## src/rtl/tone_capture_pkg.sv

```systemverilog
// Shared definitions for the tone capture block.
// The state encoding and the data_out bit positions match the piezo tone driver
// and its software headers, so status words can be decoded the same way on both sides.
package tone_capture_pkg;

  // Measurement state machine encoding
  typedef enum logic [1:0] {
    ST_IDLE    = 2'd0,
    ST_ARMED   = 2'd1,
    ST_MEASURE = 2'd2
  } state_e;

  // data_out status bit positions
  localparam int VALID_BIT = 31;
  localparam int OVF_BIT   = 30;
  localparam int EN_BIT    = 29;

  // data_in control bit positions
  localparam int CTRL_EN_BIT  = 0;
  localparam int CTRL_CLR_BIT = 1;

  // Widest capture field that still fits below the status bits
  localparam int CAP_FIELD_W = 29;

  // Assemble the read word from status flags and a zero-extended capture field
  function automatic logic [31:0] pack_status(input logic               valid,
                                              input logic               ovf,
                                              input logic               en,
                                              input logic [CAP_FIELD_W-1:0] cap);
    logic [31:0] w;
    w                 = '0;
    w[CAP_FIELD_W-1:0] = cap;
    w[VALID_BIT]      = valid;
    w[OVF_BIT]        = ovf;
    w[EN_BIT]         = en;
    return w;
  endfunction

endpackage

```

## src/rtl/tone_capture_sync_edge_detect.sv

```systemverilog
// Synchroniser plus edge detector for the asynchronous tone input.
// Tone_In passes through SYNC_STAGES flops, then one more flop holds the previous
// synchronised level. Any change of level (rising or falling) produces a one-cycle pulse.
// Pulses narrower than a clock period are normally never sampled and so never seen.
module sync_edge_detect #(
  parameter int SYNC_STAGES = 2
) (
  input  logic clk,
  input  logic rst,
  input  logic async_in,
  output logic sync_out,
  output logic edge_pulse
);

  logic [SYNC_STAGES-1:0] sync_q;
  logic [SYNC_STAGES-1:0] sync_d;
  logic                   prev_q;
  logic                   prev_d;

  // Shift the raw input along the synchroniser chain and remember the last settled level
  always_comb begin
    sync_d = {sync_q[SYNC_STAGES-2:0], async_in};
    prev_d = sync_q[SYNC_STAGES-1];
  end

  // Synchroniser and history flops
  always_ff @(posedge clk) begin
    if (rst) begin
      sync_q <= '0;
      prev_q <= 1'b0;
    end else begin
      sync_q <= sync_d;
      prev_q <= prev_d;
    end
  end

  assign sync_out   = sync_q[SYNC_STAGES-1];
  assign edge_pulse = sync_out ^ prev_q;

endmodule

```

## src/rtl/tone_capture.sv

```systemverilog
// Tone capture: measures the half-period of an external square wave in clock cycles.
// Encoding matches the piezo driver compare value: a half-period of C+1 clocks reads as C.
//
// Bus handshake: Write and Read are one-cycle strobes sampled on a rising clock edge
// (cycle N). Ready is a one-cycle acknowledge in cycle N+1, a single pulse even when
// Read and Write arrive together. For a Read, data_out in N+1 holds the status and
// capture as they stood in cycle N; data_out keeps that value until the next Read.
module tone_capture
  import tone_capture_pkg::*;
#(
  parameter int WIDTH       = 24,
  parameter int SYNC_STAGES = 2
) (
  input  logic        clock,
  input  logic        reset,
  input  logic        Tone_In,
  input  logic [1:0]  data_in,
  input  logic        Write,
  input  logic        Read,
  output logic [31:0] data_out,
  output logic        Ready,
  output logic [1:0]  state_dbg,
  output logic        tone_level
);

  localparam logic [WIDTH-1:0] CNT_MAX = {WIDTH{1'b1}};

  // Front end outputs
  logic tone_edge;
  logic tone_sync;

  // Architectural state
  state_e            state_q,    state_d;
  logic [WIDTH-1:0]  counter_q,  counter_d;
  logic [WIDTH-1:0]  capture_q,  capture_d;
  logic              valid_q,    valid_d;
  logic              ovf_q,      ovf_d;
  logic [31:0]       data_out_q, data_out_d;
  logic              ready_q,    ready_d;

  // Decoded bus controls and per-cycle capture events
  logic                   wr_enable;
  logic                   wr_disable;
  logic                   wr_clear;
  logic                   cap_load;
  logic                   cap_timeout;
  logic [WIDTH-1:0]       cap_value;
  logic [CAP_FIELD_W-1:0] cap_ext;

  sync_edge_detect #(
    .SYNC_STAGES (SYNC_STAGES)
  ) u_sync_edge (
    .clk        (clock),
    .rst        (reset),
    .async_in   (Tone_In),
    .sync_out   (tone_sync),
    .edge_pulse (tone_edge)
  );

  // Decode the control word carried by a Write strobe
  always_comb begin
    wr_enable  = Write &  data_in[CTRL_EN_BIT];
    wr_disable = Write & ~data_in[CTRL_EN_BIT];
    wr_clear   = Write &  data_in[CTRL_CLR_BIT];
  end

  // Zero-extend the current capture into the fixed-width read field
  always_comb begin
    cap_ext               = '0;
    cap_ext[WIDTH-1:0]    = capture_q;
  end

  // Next-state logic: FSM, half-period counter, capture/flags and bus read-back
  always_comb begin
    state_d     = state_q;
    counter_d   = counter_q;
    capture_d   = capture_q;
    valid_d     = valid_q;
    ovf_d       = ovf_q;
    data_out_d  = data_out_q;
    ready_d     = Read | Write;
    cap_load    = 1'b0;
    cap_timeout = 1'b0;
    cap_value   = '0;

    case (state_q)
      ST_IDLE: begin
        // Counter parked at zero; edges carry no meaning until armed
        counter_d = '0;
        if (wr_enable) begin
          state_d = ST_ARMED;
        end
      end
      ST_ARMED: begin
        // First edge only establishes phase; nothing is captured here
        counter_d = '0;
        if (tone_edge) begin
          state_d = ST_MEASURE;
        end
      end
      ST_MEASURE: begin
        if (tone_edge) begin
          // An edge at the counter limit is still a normal capture of all-ones
          cap_load  = 1'b1;
          cap_value = counter_q;
          counter_d = '0;
        end else if (counter_q == CNT_MAX) begin
          // Tone has stopped: report all-ones, flag overflow, wait for a new first edge
          cap_load    = 1'b1;
          cap_timeout = 1'b1;
          cap_value   = CNT_MAX;
          counter_d   = '0;
          state_d     = ST_ARMED;
        end else begin
          counter_d = counter_q + WIDTH'(1);
        end
      end
      default: begin
        state_d   = ST_IDLE;
        counter_d = '0;
      end
    endcase

    // Disable wins over any state move; a period completed this cycle is still recorded
    if (wr_disable) begin
      state_d   = ST_IDLE;
      counter_d = '0;
    end

    // Read returns the pre-update view, then Valid is consumed
    if (Read) begin
      data_out_d = pack_status(valid_q, ovf_q, (state_q != ST_IDLE), cap_ext);
      valid_d    = 1'b0;
    end

    if (wr_clear) begin
      capture_d = '0;
      valid_d   = 1'b0;
      ovf_d     = 1'b0;
    end

    // A capture in the same cycle overrides both read-to-clear and an explicit clear
    if (cap_load) begin
      capture_d = cap_value;
      valid_d   = 1'b1;
      if (cap_timeout) begin
        ovf_d = 1'b1;
      end
    end
  end

  // Register all state; reset returns everything to zero and the FSM to IDLE
  always_ff @(posedge clock) begin
    if (reset) begin
      state_q    <= ST_IDLE;
      counter_q  <= '0;
      capture_q  <= '0;
      valid_q    <= 1'b0;
      ovf_q      <= 1'b0;
      data_out_q <= '0;
      ready_q    <= 1'b0;
    end else begin
      state_q    <= state_d;
      counter_q  <= counter_d;
      capture_q  <= capture_d;
      valid_q    <= valid_d;
      ovf_q      <= ovf_d;
      data_out_q <= data_out_d;
      ready_q    <= ready_d;
    end
  end

  assign data_out   = data_out_q;
  assign Ready      = ready_q;
  assign state_dbg  = state_q;
  assign tone_level = tone_sync;

endmodule
```

## config.mk

```make
export PLATFORM = sky130hd
export DESIGN_NAME = tone_capture
export DESIGN_NICKNAME = d
export VERILOG_FILES = /design/src/rtl/tone_capture_pkg.sv /design/src/rtl/tone_capture_sync_edge_detect.sv /design/src/rtl/tone_capture.sv
export SDC_FILE = /design/constraint.sdc
export NUM_CORES = 1
export LEC_CHECK = 0
export CAP_MARGIN = 10
export CORE_ASPECT_RATIO = 1.5
export CORE_MARGIN = 1.5
export CORE_UTILIZATION = 60
export CTS_CLUSTER_DIAMETER = 150
export DETAILED_ROUTE_END_ITERATION = 10
export GPL_TIMING_DRIVEN = 1
export PLACE_DENSITY = 0.84
export SETUP_SLACK_MARGIN = 0.3
export SYNTH_ARGS = -nofsm -noshare
export SYNTH_HDL_FRONTEND = slang
export SYNTH_HIERARCHICAL = 1
export SYNTH_SLANG_ARGS = --single-unit
export TNS_END_PERCENT = 50
```

## constraint.sdc

```tcl
create_clock -name clock -period 2.95 [get_ports clock]
set_input_delay 0.59 -clock clock [delete_from_list [all_inputs] [get_ports clock]]
set_output_delay 0.59 -clock clock [all_outputs]
set_load 0.005 [all_outputs]
```

# Word level (Yosys, flattened, before mapping)
# Cells that the tools add are included.
dict set report word_totals {
  reg_bits 83
  input_bits 7
  word_cells 52
  output_inout_bits 36
}
dict set report classes {
  add_sub_neg 1
  bitwise_logic 7
  eq_ne 7
  n_mux 21
  reduce_logical 7
}
# op count
set op_table {}
lappend op_table {{2-to-1 mux 24 bit} 5}
lappend op_table {{adder 24 x 1 -> 24 bit (second input constant)} 1}
lappend op_table {{== test 24 bit (second input constant)} 1}
lappend op_table {{2-to-1 mux 1 bit} 11}
lappend op_table {{2-to-1 mux 2 bit} 4}
lappend op_table {{!= test 2 bit (second input constant)} 4}
lappend op_table {{one-hot mux 2 bit (3 select lines)} 1}
lappend op_table {{OR reduction 5 bit} 1}
lappend op_table {{AND reduction 4 bit} 1}
lappend op_table {{nonzero test 2 bit} 2}
lappend op_table {{AND 1 bit} 3}
lappend op_table {{nonzero test 3 bit} 1}
lappend op_table {{== test 2 x 1 -> 1 bit (second input constant)} 1}
lappend op_table {{== test 2 bit (second input constant)} 1}
lappend op_table {{zero test 2 bit} 1}
lappend op_table {{NOT 1 bit} 2}
lappend op_table {{OR reduction 2 bit} 1}
lappend op_table {{bitwise OR 1 bit} 1}
lappend op_table {{bitwise XOR 1 bit} 1}

# Logic depth before layout (Yosys ltp)
dict set report logic_depth {
  ltp_word 6
  ltp_mapped 7
  mapped_depth_nobuf 5
}

# By module
# Netlist, hierarchy kept.
# mod area_per_inst_um2 instances seq_area_each_um2 cells_each
set by_module_without_submodules {}
lappend by_module_without_submodules {tone_capture 3707.3 1 1601.5 428}
lappend by_module_without_submodules {sync_edge_detect 87.6 1 60.1 7}

# Worst setup path after synthesis
# Ideal clock, no wire load.
dict set report synth_path {
  kind {reg2reg}
  from {register counter_q[0]}
  to {register counter_q[22]}
  setup_slack_ns 1.078
  period_less_slack_ns 1.872
  path_buffers 0
  t_arrival_ns 1.812
  required_time_ns 2.891
  setup_time_ns 0.059
  stages_incl_launch_ff 6
  path_cell_list {dfxtp_1 > ha_1 > nand4_1 > or3_1 > or4_1 > nand2_1}
}
dict set report synth_via {
  elab_chain_cells 2
  elab_cells_between_ends 3
  cone_classes {add/sub (1); eq/ne (1); reduce/logical (1)}
}
# item line
set synth_rtl {}
lappend synth_rtl {{from (decl)} tone_capture.sv:34} ;# logic [WIDTH-1:0] counter_q, counter_d;
lappend synth_rtl {{from (signal assigned)} tone_capture.sv:164} ;# counter_q <= counter_d;
lappend synth_rtl {{branches (longest 2 deep; another with adder 24 x 1 -> 24 bit)} -}
# Parallel ways; which one is timed is not known.
# A chain may end at the register's enable or synchronous reset.

# Final worst setup path
dict set report layout_path {
  from {register counter_q[0]}
  to {register counter_q[5]}
}
# Same word-level chain as after synthesis.

==> impl_metrics.csv <==
group,metric,value,unit
outcome,status,"completed",
synthesis,yosysTopAreaCell,"dfxtp_1",
sta,fin_skew,0.0126,ns
sta,hold_viol_final,0,
drt,initialDrtViolationCount,275,
synthesis,synth.top_cell.area_share,43.8,%
sta,rsz0062_at_grt,"false",
drt,ant_nets,0,
place,dp_hpwl,6120,um
drt,met3_length,477,um
sta,setup_viol,0,
synthesis,syn_inst,435,
place,place_inst,525,
flow_run,maxCapViolations,0,
drt,drt-met1-wl,3730,um
cells_and_area,diodes,0,
drt,vias_per_cell,6.14,
die,die_w,67.9,um
synthesis,async_flop_share,0,%
setup_path,r2r_end,"counter_q[5]",
synthesis,synth_edf_count,0,
sta,relSlewSlack,65.5,%
sta,slew_viol_final,0,
cts,cts_max_level,3,
drt,dr_total_vias,3321,
synthesis,synthFlopType,"dfxtp_1",
drt,drt_first_pass_iters,6,
drt,wl_per_cell,16.3,um
global_routing,antenna_found_initial,0,
die,core,0.00613,mm2
die,die_h,100,um
place,port_buffers,37,
place,place_congestion,0.892,
die,initial_core_util,61.9,%
min_path,holdPathStages,1,
sta,min_period,2.23,ns
setup_path,path_class,"flop to flop",
sta,tns,0,ns
drt,maxUsedRoutingLayer,"met4",
global_routing,grt_pass1_vias,3074,
setup_path,r2r_start,"counter_q[0]",
synthesis,ys_seq_area_share,43.8,%
setup_path,rrSetupSlack,0.72,ns
power_and_ir_drop,p_leak,1.54,nW
cts,postCtsHoldBufs,0,
global_routing,grt-ovfl-total,0,
synthesis,ys_warn_count,6,
cells_and_area,final_cells,541,
power_and_ir_drop,peakVddDrop,270,uV
cts,ctsResizeCount,0,
setup_path,cp.required,3.17,ns
sta,worst_pin_slew,0.516,ns
power_and_ir_drop,total_power,1.96,mW
setup_path,cp_max_fo,21,
drt,finalWirelength,8840,um
cts,cts_num_sinks,83,
die,num_io_pins,43,
cells_and_area,fin_nets,470,
cells_and_area,design_area,0.00435,mm2
die,die-area,0.00682,mm2
cts,root_buffer,"clkbuf_8",
synthesis,ys_types,46,
cts,cts_tree,"done",
setup_path,cp-start-kind,"flop",
cts,cts-buffers-inserted,9,
setup_path,reg2regPathDepth,5,
sta,fmax,448,MHz
global_routing,grt_max_degree,31,
setup_path,cp.arrival,2.46,ns
power_and_ir_drop,cellPowerDensity,451,mW/mm2
cts,post-cts-setup-buffers,0,
cts,insertion_delay,0.36,ns
sta,holdWs,0.453,ns
setup_path,cp-end-kind,"flop",
place,placed_area,0.00417,mm2
synthesis,synth_area_leaders,"dfxtp_1 (44%), mux2i_1 (6.9%), nand2_1 (6.0%), nand4_1 (5.3%), nor3b_1 (5.1%)",
cells_and_area,final_cell_mix,"dfxtp_1 (83), nand2_1 (61), clkdlybuf4s50_1 (37)",
sta,min_period_over_period,75.7,%
global_routing,track_usage,28.1,%
cells_and_area,final_common_cell,"dfxtp_1",
synthesis,syn-cell-area,0.00379,mm2
min_path,worstHoldEndpoint,"u_sync_edge/sync_q[1]",
cells_and_area,areaGrowthSynthToFinish,14.6,%
drt,drc,0,
die,core.rowCount,35,
cts,ctsLongestPathBuffers,2,
min_path,hp-class,"flop to flop",
min_path,worstHoldStart,"u_sync_edge/sync_q[0]",
drt,met2_length,4400,um
global_routing,grt_pass1_wl,14700,um
cts,cts.clk_slew.worst_paths,0.08,ns
cells_and_area,drive_gt1_share,8.35,%
synthesis,ys_seq_elements,83,
synthesis,syn_avg_cell_area,8.72,um2
-- critical path, stage by stage, from the launching register on --
cell,delay [ns]
dfxtp_1,0.49
ha_1,0.33
nand4_1,0.18
or4_1,0.50
nor2_4,0.46
nor3_1,0.13
-- logic make-up after synthesis --
kind of cell    Yosys count  synth area share [%]
other cells               1                0.0988
fa+ha+maj                 1                 0.330
simple gates            218                  31.5
mux                      26                  6.86
flops                    83                  43.8
buf+inv                  41                  5.70
compound gates           49                  8.04
xor+xnor                 16                  3.69
-- where the power goes --
| part | switching, mW | total [mW] | internal, mW |
|---|---|---|---|
| combinational | 0.0555 | 0.0891 | 0.0336 |
| clock | 0.434 | 0.747 | 0.313 |
| sequential | 0.00371 | 1.13 | 1.12 |
-- cells in the mapped netlist (all sizes together), types with 2 or more instances --
cell,number
nor2,35
buf,17
a21o,2
inv,4
o21ai,24
clkbuf,20
nand4,35
a211oi,6
a21oi,7
and4,5
nor2b,5
nor4,5
mux2i,26
nor3b,26
dfxtp,83
nand2,61
nand3,11
nor3,20
xnor2,10
xor2,6
and3,2
o31ai,6
or4,8
-- per-stage QoR --
step / util, % / setup slack, ns
finish: 71.0 / 0.717
global route: 71.0 / 0.557
CTS: 71.0 / 0.710
detailed placement: 68.1 / 0.662
global placement: 68.1 / 0.726
floorplan: - / 1.08
-- flip-flops by register name, summed over array words and instances, names as in the netlist --
signal and cells:
Ready 1, capture_q 24, counter_q 24, data_out 27, ovf_q 1, state_dbg 2
u_sync_edge/prev_q 1, u_sync_edge/sync_q 2, valid_q 1
-- metal layers --
metal,track usage (%),up-vias
li1,-,1595
met1,36.5,1583
met2,45.2,125
met3,4.71,18
met4,12.2,0
met5,0,-
-- worst max path at each step --
stage            startpoint       endpoint  slack (ns)  cells after the start
3_5_place_dp          reset  capture_q[13]        0.66                      7
2_1_floorplan  counter_q[0]  counter_q[22]        1.08                      5
6_report       counter_q[0]   counter_q[5]        0.72                      5
5_1_grt        counter_q[0]   counter_q[5]        0.56                      5
3_3_place_gp          reset   capture_q[0]        0.73                      7
4_1_cts        counter_q[0]   counter_q[5]        0.71                      5
-- area by class of cell --
type	instances	area [um2]
tap	74	92.6
fill	480	1780
timing repair buffer	49	460
multi-input combinational	315	1940
sequential	83	1660
clock buffer	10	128
clock inverter	6	48.8
inverter	4	15.0
No activity file was read; power rests on OpenSTA's default activity.
